<file path="src/rtl/ifq_pkg.sv">
`default_nettype none
// +----------------------------------------------------------------------------+
// | ifq_pkg : shared types and constants for the instruction fetch queue       |
// | Revision: 1.0                                                              |
// +----------------------------------------------------------------------------+
package ifq_pkg;

  typedef enum logic [1:0] {
    IDLE    = 2'd0,
    WAIT    = 2'd1,
    DISCARD = 2'd2
  } ifq_state_t;

  localparam logic [5:0]  OP_J    = 6'b000010;
  localparam logic [31:0] PC_STEP = 32'd4;

  // J-format target: region bits come from the address of the following word
  function automatic logic [31:0] jump_target(input logic [31:0] pc, input logic [25:0] jidx);
    return ((pc + PC_STEP) & 32'hF000_0000) | {4'h0, jidx, 2'b00};
  endfunction

endpackage
`default_nettype wire

</file>
<file path="src/rtl/ifq_if.sv">
`default_nettype none
// +----------------------------------------------------------------------------+
// | ifq_if : imem request/response and decode hand-off bundle                  |
// | Revision: 1.0                                                              |
// +----------------------------------------------------------------------------+
interface ifq_if;
  logic        imem_req;
  logic [31:0] imem_addr;
  logic        imem_rvalid;
  logic [31:0] imem_rdata;
  logic        inst_valid;
  logic [31:0] inst;
  logic [31:0] inst_pc;
  logic        inst_ready;
  logic        redirect;
  logic [31:0] redirect_pc;

  modport master (
    output imem_req, imem_addr, inst_valid, inst, inst_pc,
    input  imem_rvalid, imem_rdata, inst_ready, redirect, redirect_pc
  );

  modport slave (
    input  imem_req, imem_addr, inst_valid, inst, inst_pc,
    output imem_rvalid, imem_rdata, inst_ready, redirect, redirect_pc
  );
endinterface
`default_nettype wire

</file>
<file path="src/rtl/ifq_fifo.sv">
`default_nettype none
// +----------------------------------------------------------------------------+
// | ifq_fifo : small power-of-2 FIFO of {pc, inst} entries with flush          |
// | Revision: 1.0                                                              |
// +----------------------------------------------------------------------------+
module ifq_fifo #(
  parameter int DEPTH = 4,
  parameter int WIDTH = 64
) (
  input  wire logic                     clk,
  input  wire logic                     rst,
  input  wire logic                     i_push,
  input  wire logic                     i_pop,
  input  wire logic                     i_flush,
  input  wire logic [WIDTH-1:0]         i_data,
  output logic      [WIDTH-1:0]         o_data,
  output logic      [$clog2(DEPTH):0]   o_count,
  output logic                          o_full,
  output logic                          o_empty
);
  localparam int AW = $clog2(DEPTH);
  localparam int CW = AW + 1;

  logic [WIDTH-1:0] r_mem [DEPTH];
  logic [AW-1:0]    r_wr;
  logic [AW-1:0]    r_rd;
  logic [CW-1:0]    r_count;
  logic             w_push;
  logic             w_pop;

  assign w_push  = i_push && !o_full;
  assign w_pop   = i_pop && !o_empty;
  assign o_full  = (r_count == CW'(DEPTH));
  assign o_empty = (r_count == '0);
  assign o_count = r_count;
  assign o_data  = r_mem[r_rd];

  always_ff @(posedge clk) begin
    if (w_push) r_mem[r_wr] <= i_data;
  end

  always_ff @(posedge clk) begin
    if (rst || i_flush) begin
      r_wr    <= '0;
      r_rd    <= '0;
      r_count <= '0;
    end else begin
      if (w_push) r_wr <= r_wr + AW'(1);
      if (w_pop)  r_rd <= r_rd + AW'(1);
      r_count <= r_count + CW'(w_push) - CW'(w_pop);
    end
  end
endmodule
`default_nettype wire

</file>
<file path="src/rtl/inst_fetch_queue.sv">
`default_nettype none
// +----------------------------------------------------------------------------+
// | inst_fetch_queue : fetch PC owner, single-outstanding imem reader, queue   |
// | Optional macro IFQ_JUMP_PREDECODE_EN follows j words during fetch.         |
// | Revision: 1.0                                                              |
// +----------------------------------------------------------------------------+
module inst_fetch_queue
  import ifq_pkg::*;
#(
  parameter int          DEPTH    = 4,
  parameter logic [31:0] RESET_PC = 32'h0000_0000
) (
  input wire logic clk,
  input wire logic pcrst,
  ifq_if.master    bus
);
  localparam int CW = $clog2(DEPTH) + 1;

  ifq_state_t    r_state;
  logic [31:0]   r_fetch_pc;
  logic          r_imem_req;
  logic [31:0]   r_imem_addr;
  logic [63:0]   r_last;

  logic [63:0]   w_head;
  logic [CW-1:0] w_count;
  logic          w_full;
  logic          w_empty;
  logic          w_redirect;
  logic          w_push;
  logic          w_pop;
  logic [31:0]   w_redir_pc;
  logic [31:0]   w_pc_after;
  logic [CW-1:0] w_count_next;
  logic          w_issue_ok;
  logic          w_unused;

  assign w_redir_pc = {bus.redirect_pc[31:2], 2'b00};
  assign w_unused   = ^bus.redirect_pc[1:0];

`ifdef IFQ_JUMP_PREDECODE_EN
  logic w_head_is_j;
  assign w_head_is_j = !w_empty && (w_head[31:26] == OP_J);
  // decode re-issuing the jump we already followed must not discard the prefetched target
  assign w_redirect  = bus.redirect &&
                       !(w_head_is_j && (w_redir_pc == jump_target(w_head[63:32], w_head[25:0])));
  assign w_pc_after  = (bus.imem_rdata[31:26] == OP_J) ?
                       jump_target(r_fetch_pc, bus.imem_rdata[25:0]) : r_fetch_pc + PC_STEP;
`else
  assign w_redirect  = bus.redirect;
  assign w_pc_after  = r_fetch_pc + PC_STEP;
`endif

  assign w_push       = (r_state == WAIT) && bus.imem_rvalid && !w_redirect && !w_full;
  assign w_pop        = !w_empty && bus.inst_ready && !w_redirect;
  assign w_count_next = w_count + CW'(w_push) - CW'(w_pop);
  assign w_issue_ok   = (w_count_next < CW'(DEPTH));

  ifq_fifo #(.DEPTH(DEPTH), .WIDTH(64)) u_fifo (
    .clk     (clk),
    .rst     (pcrst),
    .i_push  (w_push),
    .i_pop   (w_pop),
    .i_flush (w_redirect),
    .i_data  ({r_fetch_pc, bus.imem_rdata}),
    .o_data  (w_head),
    .o_count (w_count),
    .o_full  (w_full),
    .o_empty (w_empty)
  );

  assign bus.imem_req   = r_imem_req;
  assign bus.imem_addr  = r_imem_addr;
  assign bus.inst_valid = !w_empty;
  assign bus.inst       = w_empty ? r_last[31:0]  : w_head[31:0];
  assign bus.inst_pc    = w_empty ? r_last[63:32] : w_head[63:32];

  always_ff @(posedge clk) begin
    if (pcrst)         r_last <= '0;
    else if (!w_empty) r_last <= w_head;
  end

  // Request is registered: issuing on the response edge keeps the one-cycle gap minimal
  always_ff @(posedge clk) begin
    if (pcrst) begin
      r_state     <= IDLE;
      r_fetch_pc  <= RESET_PC;
      r_imem_req  <= 1'b0;
      r_imem_addr <= '0;
    end else begin
      r_imem_req <= 1'b0;
      case (r_state)
        IDLE: begin
          if (w_redirect) begin
            r_fetch_pc <= w_redir_pc;
          end else if (w_issue_ok) begin
            r_imem_req  <= 1'b1;
            r_imem_addr <= r_fetch_pc;
            r_state     <= WAIT;
          end
        end
        WAIT: begin
          if (w_redirect) begin
            r_fetch_pc <= w_redir_pc;
            r_state    <= bus.imem_rvalid ? IDLE : DISCARD;
          end else if (bus.imem_rvalid) begin
            r_fetch_pc <= w_pc_after;
            if (w_issue_ok) begin
              r_imem_req  <= 1'b1;
              r_imem_addr <= w_pc_after;
            end else begin
              r_state <= IDLE;
            end
          end
        end
        DISCARD: begin
          if (w_redirect)      r_fetch_pc <= w_redir_pc;
          if (bus.imem_rvalid) r_state    <= IDLE;
        end
        default: r_state <= IDLE;
      endcase
    end
  end
endmodule
`default_nettype wire

</file>
<file path="src/flat_wrapper.sv">
// flat-port wrapper written by rule: the top's interface ports become plain ports
module inst_fetch_queue_flat import ifq_pkg::*;
#(
  parameter int          DEPTH    = 4,
  parameter logic [31:0] RESET_PC = 32'h0000_0000
)
  (clk, pcrst, bus_imem_req, bus_imem_addr, bus_inst_valid, bus_inst, bus_inst_pc, bus_imem_rvalid, bus_imem_rdata, bus_inst_ready, bus_redirect, bus_redirect_pc);
  ifq_if bus_i ();
  input wire logic clk;
  input wire logic pcrst;
  output wire logic [$bits(bus_i.imem_req)-1:0] bus_imem_req;
  output wire logic [$bits(bus_i.imem_addr)-1:0] bus_imem_addr;
  output wire logic [$bits(bus_i.inst_valid)-1:0] bus_inst_valid;
  output wire logic [$bits(bus_i.inst)-1:0] bus_inst;
  output wire logic [$bits(bus_i.inst_pc)-1:0] bus_inst_pc;
  input wire logic [$bits(bus_i.imem_rvalid)-1:0] bus_imem_rvalid;
  input wire logic [$bits(bus_i.imem_rdata)-1:0] bus_imem_rdata;
  input wire logic [$bits(bus_i.inst_ready)-1:0] bus_inst_ready;
  input wire logic [$bits(bus_i.redirect)-1:0] bus_redirect;
  input wire logic [$bits(bus_i.redirect_pc)-1:0] bus_redirect_pc;
  assign bus_imem_req = bus_i.imem_req;
  assign bus_imem_addr = bus_i.imem_addr;
  assign bus_inst_valid = bus_i.inst_valid;
  assign bus_inst = bus_i.inst;
  assign bus_inst_pc = bus_i.inst_pc;
  assign bus_i.imem_rvalid = bus_imem_rvalid;
  assign bus_i.imem_rdata = bus_imem_rdata;
  assign bus_i.inst_ready = bus_inst_ready;
  assign bus_i.redirect = bus_redirect;
  assign bus_i.redirect_pc = bus_redirect_pc;
  inst_fetch_queue #(.DEPTH(DEPTH), .RESET_PC(RESET_PC)) u_core (.clk(clk), .pcrst(pcrst), .bus(bus_i));
endmodule
</file>
<file path="config.mk">
export PLATFORM = sky130hd
export DESIGN_NAME = inst_fetch_queue_flat
export DESIGN_NICKNAME = d
export VERILOG_FILES = /design/src/rtl/ifq_pkg.sv /design/src/rtl/ifq_if.sv /design/src/rtl/ifq_fifo.sv /design/src/rtl/inst_fetch_queue.sv /design/src/flat_wrapper.sv
export SDC_FILE = /design/constraint.sdc
export NUM_CORES = 1
export LEC_CHECK = 0
export CORE_UTILIZATION = 51
export CTS_CLUSTER_DIAMETER = 80
export DETAILED_ROUTE_END_ITERATION = 8
export PLACE_DENSITY = 0.82
export SLEW_MARGIN = 20
export SYNTH_ARGS = -nofsm -noshare
export SYNTH_HDL_FRONTEND = slang
export SYNTH_HIERARCHICAL = 1
export SYNTH_SLANG_ARGS = --single-unit
</file>
<file path="constraint.sdc">
create_clock -name clk -period 3.4 [get_ports clk]
set_input_delay 0.34 -clock clk [delete_from_list [all_inputs] [get_ports clk]]
set_output_delay 0.34 -clock clk [all_outputs]
set_load 0.05 [all_outputs]
</file>
==> run summary <==
Core Area -> 30590 um2
Initial antenna violation count -> 1
Drt initial violations -> 884
Gpl congestion -> 0.8822
Die Ht -> 178.3 um
Fraction of layout cells with a size suffix above 1 -> 20.30%
Worst path top cell family by delay -> buffers and inverters
Die X -> 178.3 um
Register bit total from synthesis -> 392
Post-Place Cells -> 1593
Final Hold Fails -> 0
Area Overhead vs Synth -> 21.42%
CTS sink cnt -> 392
Worst slew margin -> 45.19%
CP Cell Sequence -> buf_12, mux4_2, mux2_2, clkdlybuf4s50_1
I/O pins -> 167
Clock transition at the registers of the reported paths -> 60 ps
Post-Layout Cell Count -> 1668
Fin. max-slew vios -> 0
R2R Path Start -> u_core/u_fifo/o_count[2]$_SDFF_PP0_
Starting density of the core -> 51.84%
Final instance area -> 19250 um2
LEAKAGE -> 6.570 nW
Htree depth -> 2
I/O Buffers -> 162
CP endpoint -> bus_inst[6]
Post-CTS setup repair buffer count -> 0
Final net count -> 1319
Peak Freq -> 0.3080 GHz
Multi-input logic area -> 5074 um2
Post-synthesis sequential area ratio -> 65.65%
HPWL after DPL -> 21360 um
CP arrival -> 2910 ps
EDFF count, synth -> 256
GRT Util Overall -> 22.34%
Setup TNS -> 0 ps
Final setup margin -> 152.8 ps
TritonCTS clock tree -> done
Setup CP Type -> register to output port
CTS buffer count -> 41
Clk root buf -> clkbuf_16
Worst R2R Path Depth -> 13
Drt wl/cell -> 20.93 um
First-pass GRT wire length -> 53660 um
PwrDens -> 531.2 nW/um2
Worst Skew -> 30.91 ps
Reg-to-reg slack, setup -> 300 ps
Synthesized instance count -> 1073
Worst hold path type -> primary input to register
Final worst path period share -> 95.51%
Total power -> 10.23 mW
Synth Cell Area -> 15860 um2
DRT Pass-1 Iters -> 6
Hold-fix buffers, CTS -> 0
ANT nets after route -> 0
Clk_lat worst skew -> 540 ps
Post-CTS sizing -> 0
RSZ-0062 raised after global routing -> false
CP peak stage delay -> 730 ps
Slowest CP cell -> clkdlybuf4s50_1
Async set-reset flop share out of synthesis -> 0%
Syn Area/Cell -> 14.78 um2
Die Area -> 31800 um2
Worst Max-Slew Pin Slew -> 822.1 ps
Largest net degree at the start of global routing -> 67
YS warnings -> 6
Synth cell types -> 63
Tmin final -> 3247 ps
Req. time, crit path -> 3060 ps
Vias in the first global route -> 9640
Post-synth top area share -> 48.48%
Maximum root-to-sink buffer count -> 3
Instance count on the critical path -> 4
Dominant synthesized flop cell -> edfxtp_1
Final setup fails -> 0
# fillers -> 2229
Peak VDD IR -> 0.3469 mV
Synth area leader -> edfxtp_1
# DRC -> 0
Post-DP Area -> 17950 um2
Status -> finished clean
Max cap viols -> 0
Total grt overflow -> 0
Synth top area cells -> edfxtp_1, dfxtp_1, mux4_2
Row count -> 64
Final wirelength -> 34910 um
Worst R2R End -> u_core/bus.imem_addr[29]$_SDFFE_PP0P_
CP Capture Type -> output port
Place WS -> 94.83 ps
Worst path bufs/invs -> 2
Vias after detailed routing -> 9757
Reg area -> 10420 um2
DR vias/cell -> 5.850
Max FO, Critical Path -> 19
Startpoint types -> register
-- cell type report --
cell class	instances	area share, %
Antenna cell	1	0.01300
Clock buffer	53	5.725
Clock inverter	21	1.020
Inverter	17	0.3314
Multi-Input combinational cell	597	26.35
Sequential cell	392	54.09
Tap cell	396	2.573
Timing Repair Buffer	191	9.891
-- where the power goes --
group | switching (mW) | leakage, nW | internal, mW
Combinational | 0.400 | 2.49 | 0.262
Clock | 1.78 | 0.630 | 2.52
Sequential | 0.107 | 3.45 | 5.16
Total | 2.28 | 6.57 | 7.94
-- kinds of logic after synthesis --
| family | Yosys count | share of synthesized area, % |
|---|---|---|
| multiplexers | 133 | 13.95 |
| other | 1 | 0.02365 |
| AO/OA/AOI/OAI | 131 | 5.887 |
| AND/OR/NAND/NOR | 284 | 9.382 |
| adder cells (fa/ha/maj) | 10 | 0.8364 |
| buffers and inverters | 93 | 2.667 |
| XOR/XNOR | 29 | 1.602 |
| flip-flops | 392 | 65.65 |
-- metal layers --
metal	vias to the layer above	wire, um	GRT usage (%)
li1	4412	-	-
met1	4829	14040	28.99
met2	422	16590	36.03
met3	94	2808	4.881
met4	0	1479	9.993
met5	-	0	0
-- how the worst min path moves through the flow --
stage | startpoint | end | slack (ps) | cells after the start
2_1_floorplan | pcrst | u_core/u_fifo/o_count[2]$_SDFF_PP0_ | 420 | 1
3_3_place_gp | u_core/u_fifo/r_rd[0]$_SDFFE_PP0P_ | register | 480 | 2
3_5_place_dp | u_core/u_fifo/r_rd[0]$_SDFFE_PP0P_ | register | 490 | 2
4_1_cts | pcrst | u_core/bus.imem_addr[22]$_SDFFE_PP0P_ | 350 | 3
5_1_grt | pcrst | u_core/bus.imem_addr[22]$_SDFFE_PP0P_ | 380 | 3
6_report | pcrst | u_core/bus.imem_addr[22]$_SDFFE_PP0P_ | 350 | 3
-- cells in the final DEF (no fill, tap or decap), types with 13 or more instances in the layout --
cell type	count
a211oi_1	27
clkdlybuf4s50_1	139
xnor2_1	23
nor2_1	57
edfxtp_1	256
nand3_1	13
dfxtp_1	134
clkbuf_16	42
buf_4	41
inv_1	16
and2_1	70
mux4_2	64
o21ai_0	27
nor3_1	21
mux2_2	64
nand2_1	61
nand4_1	13
-- synth_stat cells, drive strengths merged (7+ instances only) --
cell and instances:
o21ai 27, nor3 22, nand3 13, clkbuf 53
o31ai 8, nand2 61, o41ai 7, nand4 15
mux4 64, a21oi 13, edfxtp 256, a211oi 27
a311oi 9, a31oi 8, nor4 8, ha 9
dfxtp 136, inv 17, nor2 57, buf 23
xnor2 23, mux2 64, and3 8, and2 71
-- state kept, by name, summed over array words and instances (netlist names), named ones only --
| signal | cells |
|---|---|
| u_core/u_fifo/r_mem | 256 |
| u_core/r_last | 64 |
| u_core/bus.imem_addr | 30 |
| u_core/r_fetch_pc | 30 |
| u_core/u_fifo/o_count | 3 |
| u_core/r_state | 2 |
| u_core/u_fifo/r_rd | 2 |
| u_core/u_fifo/r_wr | 2 |
| u_core/bus.imem_req | 1 |
-- worst register-to-register path, stage by stage (launching register included) --
cell,delay [ps]
dfxtp_1,440
or3b_4,450
inv_1,80
nor2_1,50
inv_1,50
ha_1,130
inv_1,50
ha_1,260
and3b_1,180
or3_1,420
a21oi_4,240
buf_12,230
nor2_1,90
a311oi_1,310
-- metrics by stage --
stage          hold WS [ps]  util [%]
2_1_floorplan         416.6         -
3_3_place_gp          478.5     58.69
3_5_place_dp          485.1     58.69
4_1_cts               348.4     62.93
5_1_grt               380.8     62.94
6_report              347.3     62.94
No activity file was read; power rests on OpenSTA's default activity.
